<file path="src/rtl/uart_pkg.sv">
// Shared UART definitions: tx state encoding, baud divider and frame width.
// Used by the transmitter and the oversampling receiver.
package uart_pkg;

    localparam int UART_DATA_BITS = 8;

    typedef enum logic [2:0] {
        TX_IDLE   = 3'd0,
        TX_START  = 3'd1,
        TX_DATA   = 3'd2,
        TX_PARITY = 3'd3,
        TX_STOP   = 3'd4
    } tx_state_e;

    function automatic int baud_div(input int clk_rate, input int baud_rate);
        return (clk_rate + baud_rate / 2) / baud_rate;
    endfunction

endpackage

</file>
<file path="src/rtl/uart_tx_engine_if.sv">
// Host-side byte handshake and line outputs of the UART transmitter.
// master = host/byte source, slave = transmitter.
interface uart_tx_engine_if;
    import uart_pkg::*;

    logic                      TxDataLoad;
    logic [UART_DATA_BITS-1:0] TxDataIn;
    logic                      TxReady;
    logic                      TxDataOut;
    logic                      TxBusy;
    logic                      TxDone;

    modport master (
        output TxDataLoad, TxDataIn,
        input  TxReady, TxDataOut, TxBusy, TxDone
    );

    modport slave (
        input  TxDataLoad, TxDataIn,
        output TxReady, TxDataOut, TxBusy, TxDone
    );

endinterface

</file>
<file path="src/rtl/uart_baud_tick.sv">
// Bit-period counter: one-cycle tick at count Divider-1, synchronous restart.
// Shared between the transmitter and the receiver.
module uart_baud_tick #(
    parameter int Divider = 16
) (
    input  logic clk_i,
    input  logic rst_ni,
    input  logic restart_i,
    output logic tick_o
);

    localparam int CntW = $clog2(Divider);
    localparam logic [CntW-1:0] CntMax = CntW'(Divider - 1);

    logic [CntW-1:0] cnt_q, cnt_d;

    assign tick_o = (cnt_q == CntMax);

    always_comb begin
        cnt_d = cnt_q + CntW'(1);
        if (restart_i || tick_o) begin
            cnt_d = '0;
        end
    end

    always_ff @(posedge clk_i or negedge rst_ni) begin
        if (!rst_ni) begin
            cnt_q <= '0;
        end else begin
            cnt_q <= cnt_d;
        end
    end

endmodule

</file>
<file path="src/rtl/uart_tx_engine.sv">
// UART transmitter: one-byte holding register feeding a shift FSM,
// bit timing from a clock-enable baud counter.
module uart_tx_engine
    import uart_pkg::*;
#(
    parameter int ClockRate = 10000000,
    parameter int BaudRate  = 9600,
    parameter int ParityEn  = 0,
    parameter int ParityOdd = 0,
    parameter int StopBits  = 1
) (
    input  logic       Clock,
    input  logic       Reset,
    uart_tx_engine_if.slave tx
);

    localparam int Divider = baud_div(ClockRate, BaudRate);
    localparam int IdxW    = $clog2(UART_DATA_BITS);

    localparam logic [IdxW-1:0] LastIdx  = IdxW'(UART_DATA_BITS - 1);
    localparam logic            LastStop = 1'(StopBits - 1);
    localparam logic            OddBit   = 1'(ParityOdd);

    if (Divider < 2) begin : g_div_chk
        $error("uart_tx_engine: Divider must be at least 2");
    end
    if (StopBits != 1 && StopBits != 2) begin : g_stop_chk
        $error("uart_tx_engine: StopBits must be 1 or 2");
    end

    tx_state_e                 state_q, state_d;
    logic [UART_DATA_BITS-1:0] hold_q, hold_d;
    logic [UART_DATA_BITS-1:0] shift_q, shift_d;
    logic                      hold_valid_q, hold_valid_d;
    logic [IdxW-1:0]           idx_q, idx_d;
    logic                      stop_q, stop_d;
    logic                      tick;
    logic                      pull;
    logic                      ready;
    logic                      accept;
    logic                      line;
    logic                      done;

    uart_baud_tick #(
        .Divider (Divider)
    ) u_baud_tick (
        .clk_i     (Clock),
        .rst_ni    (Reset),
        .restart_i (state_q == TX_IDLE),
        .tick_o    (tick)
    );

    // A byte offered in the cycle the shifter empties the register is taken.
    assign ready  = !hold_valid_q || pull;
    assign accept = tx.TxDataLoad && ready;

    assign tx.TxReady   = ready;
    assign tx.TxDataOut = line;
    assign tx.TxBusy    = (state_q != TX_IDLE);
    assign tx.TxDone    = done;

    always_comb begin
        state_d = state_q;
        idx_d   = idx_q;
        stop_d  = stop_q;
        pull    = 1'b0;
        done    = 1'b0;
        line    = 1'b1;
        unique case (state_q)
            TX_IDLE: begin
                if (hold_valid_q) begin
                    pull    = 1'b1;
                    state_d = TX_START;
                end
            end
            TX_START: begin
                line = 1'b0;
                if (tick) begin
                    state_d = TX_DATA;
                    idx_d   = '0;
                end
            end
            TX_DATA: begin
                line = shift_q[idx_q];
                if (tick) begin
                    if (idx_q == LastIdx) begin
                        state_d = (ParityEn != 0) ? TX_PARITY : TX_STOP;
                        stop_d  = 1'b0;
                    end else begin
                        idx_d = idx_q + IdxW'(1);
                    end
                end
            end
            TX_PARITY: begin
                line = (^shift_q) ^ OddBit;
                if (tick) begin
                    state_d = TX_STOP;
                    stop_d  = 1'b0;
                end
            end
            TX_STOP: begin
                if (tick) begin
                    if (stop_q == LastStop) begin
                        done = 1'b1;
                        if (hold_valid_q) begin
                            pull    = 1'b1;
                            state_d = TX_START;
                        end else begin
                            state_d = TX_IDLE;
                        end
                    end else begin
                        stop_d = 1'b1;
                    end
                end
            end
            default: state_d = TX_IDLE;
        endcase

        hold_d       = accept ? tx.TxDataIn : hold_q;
        hold_valid_d = accept ? 1'b1 : (pull ? 1'b0 : hold_valid_q);
        shift_d      = pull ? hold_q : shift_q;
    end

    always_ff @(posedge Clock or negedge Reset) begin
        if (!Reset) begin
            state_q      <= TX_IDLE;
            hold_q       <= '0;
            hold_valid_q <= 1'b0;
            shift_q      <= '0;
            idx_q        <= '0;
            stop_q       <= 1'b0;
        end else begin
            state_q      <= state_d;
            hold_q       <= hold_d;
            hold_valid_q <= hold_valid_d;
            shift_q      <= shift_d;
            idx_q        <= idx_d;
            stop_q       <= stop_d;
        end
    end

endmodule

</file>
<file path="src/flat_wrapper.sv">
// flat-port wrapper written by rule: the top's interface ports become plain ports
module uart_tx_engine_flat import uart_pkg::*;
#(
    parameter int ClockRate = 10000000,
    parameter int BaudRate  = 9600,
    parameter int ParityEn  = 0,
    parameter int ParityOdd = 0,
    parameter int StopBits  = 1
)
  (Clock, Reset, tx_TxDataLoad, tx_TxDataIn, tx_TxReady, tx_TxDataOut, tx_TxBusy, tx_TxDone);
  uart_tx_engine_if tx_i ();
  input  logic Clock;
  input  logic Reset;
  input wire logic [$bits(tx_i.TxDataLoad)-1:0] tx_TxDataLoad;
  input wire logic [$bits(tx_i.TxDataIn)-1:0] tx_TxDataIn;
  output wire logic [$bits(tx_i.TxReady)-1:0] tx_TxReady;
  output wire logic [$bits(tx_i.TxDataOut)-1:0] tx_TxDataOut;
  output wire logic [$bits(tx_i.TxBusy)-1:0] tx_TxBusy;
  output wire logic [$bits(tx_i.TxDone)-1:0] tx_TxDone;
  assign tx_i.TxDataLoad = tx_TxDataLoad;
  assign tx_i.TxDataIn = tx_TxDataIn;
  assign tx_TxReady = tx_i.TxReady;
  assign tx_TxDataOut = tx_i.TxDataOut;
  assign tx_TxBusy = tx_i.TxBusy;
  assign tx_TxDone = tx_i.TxDone;
  uart_tx_engine #(.ClockRate(ClockRate), .BaudRate(BaudRate), .ParityEn(ParityEn), .ParityOdd(ParityOdd), .StopBits(StopBits)) u_core (.Clock(Clock), .Reset(Reset), .tx(tx_i));
endmodule
</file>
<file path="config.mk">
export PLATFORM = sky130hd
export DESIGN_NAME = uart_tx_engine_flat
export DESIGN_NICKNAME = d
export VERILOG_FILES = /design/src/rtl/uart_pkg.sv /design/src/rtl/uart_tx_engine_if.sv /design/src/rtl/uart_baud_tick.sv /design/src/rtl/uart_tx_engine.sv /design/src/flat_wrapper.sv
export SDC_FILE = /design/constraint.sdc
export NUM_CORES = 1
export LEC_CHECK = 0
export ABC_AREA = 1
export BUFFER_PORTS_ARGS = -buffer_cell sky130_fd_sc_hd__buf_4
export CAP_MARGIN = 20
export CORE_ASPECT_RATIO = 1.5
export CORE_MARGIN = 1
export CORE_UTILIZATION = 32
export DETAILED_ROUTE_END_ITERATION = 12
export GPL_ROUTABILITY_DRIVEN = 0
export GPL_TIMING_DRIVEN = 0
export PLACE_DENSITY = 0.55
export SYNTH_ARGS = -nofsm -noshare
export SYNTH_HDL_FRONTEND = slang
export SYNTH_SLANG_ARGS = --single-unit
</file>
<file path="constraint.sdc">
create_clock -name Clock -period 3.55 [get_ports Clock]
set_clock_uncertainty 0.2 [all_clocks]
set_input_delay 0.5325 -clock Clock [delete_from_list [all_inputs] [get_ports Clock]]
set_output_delay 0.5325 -clock Clock [all_outputs]
set_load 0.005 [all_outputs]
</file>
==> metrics.md, run 1 <==
| Metric | Value |
|---|---|
| Status | complete, no violations |
| TritonCTS clock tree | done |
| Remaining Overflow, GRT | 0 |
| Worst Path Max Fanout | 10 |
| Chip height | 94.7 um |
| Port-buffer cells | 13 |
| Clk slew on worst S/H paths | 0.07 ns |
| Slowest stage cell, crit path | dfrtp_1 |
| 1st-pass router iterations | 4 |
| # setup viols final | 0 |
| Number of synthesis warnings | 0 |
| Worst Max-Slew Pin Slew | 0.425 ns |
| Comb pwr share | 7.7% |
| Postcts setup bufs | 0 |
| Setup repair after global routing missed its margin | no |
| Tmin final | 2.47 ns |
| Worst EP arrival | 1.74 ns |
| CTS Buf Count | 5 |
| Drt first-iter violations | 39 |
| Syn Nets | 242 |
| Slew Viols, Final | 0 |
| Peak supply drop | 0.000243 V |
| DRC Markers | 0 |
| Synth Instances | 227 |
| Vias per cell | 4.61 |
| CP cell instances | inv_1 > ha_1 > nand2_1 > nor2_2 > nand3_2 > nand2_4 > nand2_4 > nand2_4 > buf_12 > buf_4 |
| Startpoint types | register |
| Fin Setup TNS | 0 ns |
| Initial core utilization | 33.4% |
| Post-synthesis cell area | 1830 um2 |
| Core Rows | 33 |
| Hold Path Class | register to register |
| Io pins | 15 |
| Max cap viols | 0 |
| Period utilization | 69.5% |
| WL final | 3520 um |
| Post_cts resized | 0 |
| Cell variety after synth | 26 |
| Internal power | 576 uW |
| Final net count | 263 |
| Net Sw Frac | 23.9% |
| Diodes inserted | 0 |
| CTS root buf | clkbuf_8 |
| P_leak | 0.00107 uW |
| Die ar. | 6040 um2 |
| CP max stage delay | 0.40 ns |
| Largest net degree at the start of global routing | 35 |
| Rel. slew slack | 71.6% |
| GRT Resource Usage Total | 13.4% |
| CTS sink cnt | 34 |
| Critical path's most frequent cell | nand2_4 |
| Max Fclk | 405 MHz |
| Core area | 5490 um2 |
| Vias in the first global route | 1428 |
| Die Wd | 63.8 um |
| Remaining antenna violation count | 0 |
| Clk buf depth | 2 |
| Psw | 181 uW |
| Power share of the clock group | 34.8% |
| Synth Register Bits | 34 |
| DR vias | 1466 |
| Synthesized area per cell | 8.07 um2 |
| Cell area power density | 359 nW/um2 |
| Ratio of cells with drive above 1 in the final layout | 16.9% |
| Fin util | 38.4% |
| Avg WL per Cell | 11.1 um |
| Initial antenna violation count | 0 |
| DP HPWL | 2680 um |
| H-Tree Depth | 2 |
| Critical Path RT | 2.82 ns |
| Clock latency at the later pin of the worst-skew pair | 0.28 ns |
| Crit end category | output pin |
| Sequential share of power | 57.5% |
| Synthesis-to-layout area growth | 14.9% |
| Final Hold Viols | 0 |
| Sequential fraction of the synthesis area | 46.4% |
| First-pass GRT wire length | 6290 um |
| Crit Path Category | register to output pin |
[final timing paths]
| check | startpoint | end | slack (ns) | depth (start not counted) |
|---|---|---|---|---|
| max in group asynchronous | Reset | u_core.hold_q[3] | 2.31 | 2 |
| max reg2reg | u_core.u_baud_tick.cnt_q[1] | u_core.hold_q[7] | 1.73 | 11 |
| min reg2reg | u_core.hold_q[6] | u_core.hold_q[6] | 0.28 | 2 |
| min | u_core.hold_q[6] | u_core.hold_q[6] | 0.28 | 2 |
| max | u_core.u_baud_tick.cnt_q[1] | tx_TxReady | 1.08 | 10 |
| min in group asynchronous | Reset | u_core.u_baud_tick.cnt_q[7] | 0.53 | 2 |
[per-layer routing]
| metal | global-route usage (%) | vias to the layer above | routed length, um |
|---|---|---|---|
| met5 | 0 | - | 0 |
| met4 | 7.39 | 0 | 57 |
| met3 | 3.14 | 6 | 91 |
| met2 | 23.4 | 22 | 1830 |
| met1 | 15.0 | 666 | 1550 |
| li1 | - | 772 | - |
[synth_stat cells]
| cell | instances | area (um2) |
|---|---|---|
| a21oi_1 | 7 | 35.0 |
| buf_12 | 1 | 20.0 |
| buf_2 | 1 | 5.00 |
| buf_6 | 1 | 11.3 |
| clkbuf_8 | 1 | 13.8 |
| dfrtp_1 | 34 | 851 |
| ha_1 | 4 | 50.1 |
| inv_1 | 14 | 52.6 |
| inv_2 | 6 | 22.5 |
| nand2_1 | 68 | 255 |
| nand2_2 | 2 | 12.5 |
| nand2_4 | 3 | 33.8 |
| nand3_1 | 25 | 125 |
| nand3_2 | 1 | 10.0 |
| nand4_1 | 2 | 12.5 |
| nand4_2 | 1 | 12.5 |
| nor2_1 | 21 | 78.8 |
| nor2_2 | 2 | 12.5 |
| nor2_4 | 3 | 33.8 |
| nor3_1 | 9 | 45.0 |
| nor3b_1 | 1 | 7.51 |
| o21a_1 | 1 | 7.51 |
| o21ai_0 | 8 | 40.0 |
| o21ai_1 | 3 | 15.0 |
| xnor2_1 | 4 | 35.0 |
| xor2_1 | 4 | 35.0 |
[metrics by stage]
| stage | total power [uW] | hold slack, ns | cell area, um2 | std cells | setup WS (ns) |
|---|---|---|---|---|---|
| finish | 757 | 0.278 | 2110 | 318 | 1.08 |
| global route | 800 | 0.278 | 2110 | 318 | 0.957 |
| CTS | 768 | 0.279 | 2110 | 318 | 1.06 |
| detailed placement | 502 | 0.266 | 2020 | 310 | 1.38 |
| global placement | 499 | 0.255 | 2020 | 310 | 1.41 |
| floorplan | 473 | 0.0369 | 1830 | 227 | 1.61 |
[power groups by stage]
| stage | registers (uW) | clock network [uW] | logic, uW |
|---|---|---|---|
| after floorplan | 438 | 0 | 35.4 |
| after global routing | 441 | 290 | 70.0 |
| after global placement | 442 | 0 | 57.0 |
| after detailed placement | 443 | 0 | 59.1 |
| final | 436 | 263 | 58.2 |
| after CTS | 436 | 272 | 60.1 |
[cells in the final DEF, fill, tap and decap left out]
cell type      synthesis  final
a21oi_1                7      7
buf_12                 1      1
buf_2                  1      1
buf_4                  0     13
buf_6                  1      1
clkbuf_8               1      6
clkinv_2               0      2
dfrtp_1               34     34
dlygate4sd3_1          0      1
ha_1                   4      4
inv_1                 14     14
inv_2                  6      6
nand2_1               68     68
nand2_2                2      2
nand2_4                3      3
nand3_1               25     25
nand3_2                1      1
nand4_1                2      2
nand4_2                1      1
nor2_1                21     21
nor2_2                 2      2
nor2_4                 3      3
nor3_1                 9      9
nor3b_1                1      1
o21a_1                 1      1
o21ai_0                8      8
o21ai_1                3      3
xnor2_1                4      4
xor2_1                 4      4
[registers in the layout (all words and copies together) (netlist names)]
signal                    count
u_core.u_baud_tick.cnt_q     11
u_core.idx_q                  3
u_core.hold_valid_q           1
u_core.shift_q                8
u_core.state_q                3
u_core.hold_q                 8
[worst max-delay path: cells and delay by family, from the launching register on]
| family | cells | cell delay [ns] |
|---|---|---|
| adder cells (fa/ha/maj) | 1 | 0.17 |
| buffers and inverters | 3 | 0.28 |
| flip-flops | 1 | 0.40 |
| AND/OR/NAND/NOR | 6 | 0.60 |
[area by class of cell]
class                           count  area [um2]
Fill cell                         590        3380
Timing Repair Buffer               14         108
Clock inverter                      2        10.0
Tap cell                           70        87.6
Buffer                              4        50.0
Sequential cell                    34         851
Clock buffer                        5        68.8
Inverter                           20        75.1
Multi-Input combinational cell    169         857
[logic make-up (layout without fill, tap and decap cells)]
family,Yosys count,in the layout,synth area share (%)
flops,34,34,46.4
buf+inv,24,45,6.83
xor+xnor,8,8,3.82
simple gates,138,138,34.9
compound gates,19,19,5.32
fa+ha+maj,4,4,2.73
[repair_timing]
item	in CTS	in global routing
hold endpoints to repair	10	0
hold buffers	1	0
setup endpoints to repair	0	0
No activity file was read; power rests on OpenSTA's default activity.
==> run 2, diff against run 1 <==
- PLACE_DENSITY: 0.55 -> 0.57
- clock period: 3.55 -> 2.13 ns (I/O delays scaled with it)
==> metrics.md, run 2 (synthesis gave the netlist of run 1 again) <==
| Metric | Value |
|---|---|
| Net Sw Frac | 23.1% (-0.77 points) |
| Remaining antenna violation count | 0 (unchanged) |
| Power share of the clock group | 36.7% (+1.9 points) |
| Tmin final | 2.05 ns |
| Crit-path leading delay family | simple AND/OR/NAND/NOR gates |
| Most common cell after layout, fill and taps aside | nand2_1 |
| Placement-stage cell area | 2020 um2 (unchanged) |
| Slew Viols, Final | 0 (unchanged) |
| Startpoint types | register |
| Routed wl met3 | 82 um (-9.9%) |
| Initial antenna violation count | 0 (unchanged) |
| Hold Startpoint | tx_TxDataIn[2] |
| Fin Setup TNS | 0 ns (unchanged) |
| Clk slew on worst S/H paths | 0.07 ns (about the same) |
| WL met1 | 1460 um (-5.4%) |
| Crit Path Category | register to output pin |
| Worst EP arrival | 1.53 ns (-0.21 ns) |
| Worst Max-Slew Pin Slew | 0.420 ns (-0.00552 ns) |
| Io pins | 15 (unchanged) |
| CP max stage delay | 0.38 ns (-0.02 ns) |
| Max layer used | met4 |
| Crit end category | output pin |
| CTS Buf Count | 5 (unchanged) |
| Clk buf depth | 2 (unchanged) |
| DRC Markers | 0 (unchanged) |
| 1st-pass router iterations | 4 (unchanged) |
| Ratio of cells with drive above 1 in the final layout | 20.0% (+3.1 points) |
| Cell area power density | 601 nW/um2 (+67%) |
| Drt first-iter violations | 39 (unchanged) |
| Rel. slew slack | 72.0% (+0.37 points) |
| CTS root buf | clkbuf_8 |
| Die ar. | 6040 um2 (unchanged) |
| Peak supply drop | 0.000264 V (+8.4%) |
| Remaining Overflow, GRT | 0 (unchanged) |
| Period utilization | 96.2% |
| DR vias | 1480 (+0.95%) |
| Die Wd | 63.8 um (unchanged) |
| Core Rows | 33 (unchanged) |
| Avg WL per Cell | 11.0 um (-1.1%) |
| Internal power | 1000 uW (+74%) |
| # fillers | 576 (-2.4%) |
| CTS sink cnt | 34 (unchanged) |
| Initial core utilization | 33.4% (unchanged) |
| TritonCTS clock tree | done |
| Crit path buf inv count | 2 (-1) |
| RR Startpoint | u_core.u_baud_tick.cnt_q[1] |
| Commonest non-fill, non-tap cells in the layout | 68 x nand2_1, 33 x dfrtp_1, 25 x nand3_1, 21 x nor2_1, 20 x buf_4 |
| Status | complete, no violations |
| Slowest stage cell, crit path | dfrtp_1 |
| Synthesis-to-layout area growth | 18.4% |
| Vias in the first global route | 1429 (+0.070%) |
| Comb pwr share | 7.4% (-0.3 points) |
| Top reg by flops | u_core.u_baud_tick.cnt_q |
| Sequential share of power | 55.8% (-1.7 points) |
| Vias per cell | 4.55 (-1.2%) |
| # setup viols final | 0 (unchanged) |
| Final Hold Viols | 0 (unchanged) |
| GRT Resource Usage Total | 13.4% (-0.044 points) |
| Psw | 302 uW (+67%) |
| H-Tree Depth | 2 (unchanged) |
| R2R Setup Slk | 0.27 ns (-1.46 ns) |
| Hold Path Class | primary input to register |
| WL final | 3560 um (+1.1%) |
| P_leak | 0.00110 uW (+2.8%) |
| Chip height | 94.7 um (unchanged) |
| Final net count | 269 (+2.3%) |
| Setup repair after global routing missed its margin | yes |
| Diodes inserted | 0 (unchanged) |
| Post-route cell area | 2170 um2 (+3.0%) |
| Largest register FFs | 11 (unchanged) |
| CP cell instances | inv_1 > ha_2 > nand2_1 > nor2_2 > nand3_2 > nand2_4 > nand2_4 > nand2_8 > buf_4 |
| DP HPWL | 2720 um (+1.5%) |
| Largest net degree at the start of global routing | 35 (unchanged) |
| Max Fclk | 488 MHz |
| Clock latency at the later pin of the worst-skew pair | 0.29 ns (about the same) |
| CP startpoint | u_core.u_baud_tick.cnt_q[1] |
| Pwr Total | 1300 uW (+72%) |
| Core area | 5490 um2 (unchanged) |
| Port-buffer cells | 13 (unchanged) |
| Critical Path RT | 1.61 ns (-1.21 ns) |
| Biggest regs | u_core.u_baud_tick.cnt_q x11, u_core.hold_q x8, u_core.shift_q x8 |
| Worst Path Max Fanout | 7 (-3) |
| First-pass GRT wire length | 6180 um (-1.9%) |
| Critical path's most frequent cell | nand2_4 |
| DR WL met2 | 1920 um (+4.8%) |
| Max cap viols | 0 (unchanged) |
==> run 2: layout make-up <==
type | instances | area [um2] | share of cell area [%]
Buffer | 3 | 30.0 | 1.38
Clock buffer | 7 | 86.3 | 3.98
Clock inverter | 1 | 5.00 | 0.231
Inverter | 20 | 75.1 | 3.46
Multi-Input combinational cell | 169 | 873 | 40.3
Sequential cell | 34 | 852 | 39.3
Tap cell | 70 | 87.6 | 4.04
Timing Repair Buffer | 21 | 160 | 7.38
==> run 2: per-layer routing <==
| layer | global-route usage (%) | vias up |
|---|---|---|
| met5 | 0 | - |
| met2 | 24.1 | 16 |
| met4 | 7.95 | 0 |
| met1 | 14.4 | 674 |
| li1 | - | 781 |
| met3 | 2.54 | 9 |
==> run 2: repair_timing <==
action | 4_1_cts | 5_1_grt
setup buffers | 4 | 3
gates resized for setup | 1 | 3
endpoints found under the hold margin | 34 | 0
pin swaps | 4 | 2
hold buffers | 1 | 0
setup endpoints to repair | 2 | 3
==> run 2: final timing paths <==
path                                                      to  depth (start not counted)
max in group asynchronous                    u_core.idx_q[0]                          2
worst min-delay path                        u_core.hold_q[2]                          3
min in group asynchronous       u_core.u_baud_tick.cnt_q[10]                          2
worst max register to register             u_core.state_q[1]                         11
worst max-delay path                              tx_TxReady                          9
worst min register to register              u_core.hold_q[4]                          2
==> run 2: through the flow <==
step / hold slack, ns / cells / setup slack, ns / utilization [%]
final: 0.0644 / 325 / 0.0815 / 39.5
after global routing: 0.0639 / 325 / -0.0195 / 39.5
after CTS: 0.0550 / 322 / 0.00323 / 38.8
after detailed placement: 0.0926 / 310 / 0.183 / 36.8
after global placement: 0.0969 / 310 / 0.203 / 36.8
after floorplan: -0.176 / 227 / 0.404 / -
==> run 2: tightest hold or removal path: stages <==
cell and delay, ns:
buf_4 0.08, nand3_1 0.06, nand2_1 0.06
==> run 2: power by group through the flow <==
stage / logic [uW] / clock network [uW] / registers, uW
after floorplan: 59.1 / 0 / 730
after global placement: 94.9 / 0 / 738
after detailed placement: 97.8 / 0 / 740
after CTS: 91.4 / 503 / 728
after global routing: 113 / 530 / 735
final: 96.5 / 479 / 729
==> run 3, diff against run 2 <==
- PLACE_DENSITY: 0.57 -> 0.54
==> metrics.md, run 3 (synthesis gave the netlist of run 1 again) <==
| Metric | Value |
|---|---|
| Top reg by flops | u_core.u_baud_tick.cnt_q |
| Final net count | 268 (-0.37%) |
| Core Rows | 33 (unchanged) |
| Synthesis-to-layout area growth | 16.9% |
| Vias per cell | 4.61 (+1.3%) |
| P_leak | 0.00108 uW (-1.2%) |
| Clk slew on worst S/H paths | 0.07 ns (about the same) |
| Die ar. | 6040 um2 (unchanged) |
| Period utilization | 97.0% (+0.80 points) |
| 1st-pass router iterations | 4 (unchanged) |
| GRT Resource Usage Total | 13.8% (+0.35 points) |
| Hold Startpoint | tx_TxDataIn[1] |
| Largest net degree at the start of global routing | 35 (unchanged) |
| Core area | 5490 um2 (unchanged) |
| Max Fclk | 484 MHz (-0.83%) |
| Peak supply drop | 0.000433 V (+64%) |
| Crit Path Category | register to output pin |
| Final hold slack | 0.0594 ns (-0.00493 ns) |
| Setup repair after global routing missed its margin | yes |
| Vias in the first global route | 1457 (+2.0%) |
| Worst EP arrival | 1.55 ns (+0.02 ns) |
| Avg WL per Cell | 11.0 um (about the same) |
| H-Tree Depth | 2 (unchanged) |
| Die Wd | 63.8 um (unchanged) |
| Chip height | 94.7 um (unchanged) |
| R2R Setup Slk | 0.32 ns (+0.05 ns) |
| Worst Path Max Fanout | 11 (+4) |
| First-pass GRT wire length | 6410 um (+3.8%) |
| Status | complete, no violations |
| Initial antenna violation count | 0 (unchanged) |
| Place WS | 0.178 ns (-0.00466 ns) |
| Drt first-iter violations | 28 (-28%) |
| Biggest regs | u_core.u_baud_tick.cnt_q x11, u_core.hold_q x8, u_core.shift_q x8 |
| Final Hold Viols | 0 (unchanged) |
| CTS Buf Count | 5 (unchanged) |
| WHS Endpoint | u_core.hold_q[1] |
| Commonest non-fill, non-tap cells in the layout | 68 x nand2_1, 33 x dfrtp_1, 25 x nand3_1, 21 x nor2_1, 19 x buf_4 |
| Clock latency at the later pin of the worst-skew pair | 0.29 ns (about the same) |
| Max cap viols | 0 (unchanged) |
| Placement-stage cell area | 2020 um2 (unchanged) |
| WL final | 3540 um (-0.65%) |
| DR vias | 1490 (+0.68%) |
| Port-buffer cells | 13 (unchanged) |
| Diodes inserted | 0 (unchanged) |
| Post-route cell area | 2140 um2 (-1.3%) |
| Worst R2R End | u_core.hold_q[2] |
| CTS sink cnt | 34 (unchanged) |
| Remaining Overflow, GRT | 0 (unchanged) |
| Remaining antenna violation count | 0 (unchanged) |
| FF-to-FF path depth | 12 (+1) |
| Largest register FFs | 11 (unchanged) |
| Rel. slew slack | 71.0% (-1.0 points) |
| Most common cell after layout, fill and taps aside | nand2_1 |
| Critical Path RT | 1.61 ns (about the same) |
| Crit end category | output pin |
| Startpoint types | register |
| Fin util | 39.0% (-0.50 points) |
| RR Startpoint | u_core.u_baud_tick.cnt_q[1] |
| Cell area power density | 589 nW/um2 (-2.1%) |
| CP startpoint | u_core.u_baud_tick.cnt_q[1] |
| Ratio of cells with drive above 1 in the final layout | 18.6% (-1.4 points) |
| Clk buf depth | 2 (unchanged) |
| Cell depth of the worst min-delay path | 3 (unchanged) |
| Hold Path Class | primary input to register |
| DRC Markers | 0 (unchanged) |
| TritonCTS clock tree | done |
| Io pins | 15 (unchanged) |
| # fillers | 588 (+2.1%) |
| CTS root buf | clkbuf_8 |
| Slew Viols, Final | 0 (unchanged) |
| Pwr Total | 1260 uW (-3.3%) |
| Tmin final | 2.07 ns (+0.0171 ns) |
| Final worst slack | 0.0644 ns (-0.0171 ns) |
| Initial core utilization | 33.4% (unchanged) |
| Worst Max-Slew Pin Slew | 0.435 ns (+0.0152 ns) |
| # setup viols final | 0 (unchanged) |
| DP HPWL | 2640 um (-2.9%) |
==> run 3: worst max path at each step <==
stage | endpoint | slack [ns] | cells after the start
finish | tx_TxReady | 0.06 | 9
detailed placement | tx_TxReady | 0.18 | 10
global placement | tx_TxReady | 0.20 | 10
floorplan | tx_TxReady | 0.40 | 9
CTS | tx_TxReady | 0.003 | 9
global route | tx_TxReady | -0.03 | 6
==> run 3: power by group <==
group / switching, uW / internal (uW)
registers: 30.9 / 697
logic: 50.6 / 40.3
clock network: 217 / 225
==> run 3: repair_timing <==
| item | 4_1_cts | 5_1_grt |
|---|---|---|
| buffers inserted | 4 | 2 |
| pin swaps | 4 | 1 |
| setup endpoints to repair | 1 | 3 |
| gates cloned | 0 | 0 |
| hold endpoints to repair | 34 | 0 |
| hold buffers | 1 | 0 |
| resized for setup | 1 | 2 |
==> run 3: area by class of cell <==
class | count | area, um2 | area share [%]
Clock buffer | 7 | 76.3 | 3.56
Sequential cell | 34 | 852 | 39.8
Multi-Input combinational cell | 169 | 868 | 40.5
Inverter | 20 | 75.1 | 3.50
Tap cell | 70 | 87.6 | 4.09
Timing Repair Buffer | 20 | 153 | 7.13
Buffer | 3 | 30.0 | 1.40
==> run 3: metrics by stage <==
stage,std cells,setup TNS [ns]
floorplan,227,0
global placement,310,0
detailed placement,310,0
CTS,321,0
global route,323,-0.0333
finish,323,0
==> run 3: per-layer routing <==
metal  track usage (%)  up-vias  part of all wire, %
met5                 0        -                    0
met4              6.82        0                  2.2
met3              2.66        6                  2.3
met2              24.4       13                   52
met1              15.6      689                   43
li1                  -      782                    -
==> run 3: worst max-delay path, cell delays in order (launching register included) <==
cell and delay, ns:
dfrtp_1 0.37, inv_1 0.06, ha_2 0.17, nand2_1 0.06, nor2_2 0.09, nand3_2 0.12
nand2_4 0.10, nand2_4 0.07, nand2_8 0.11, buf_4 0.11
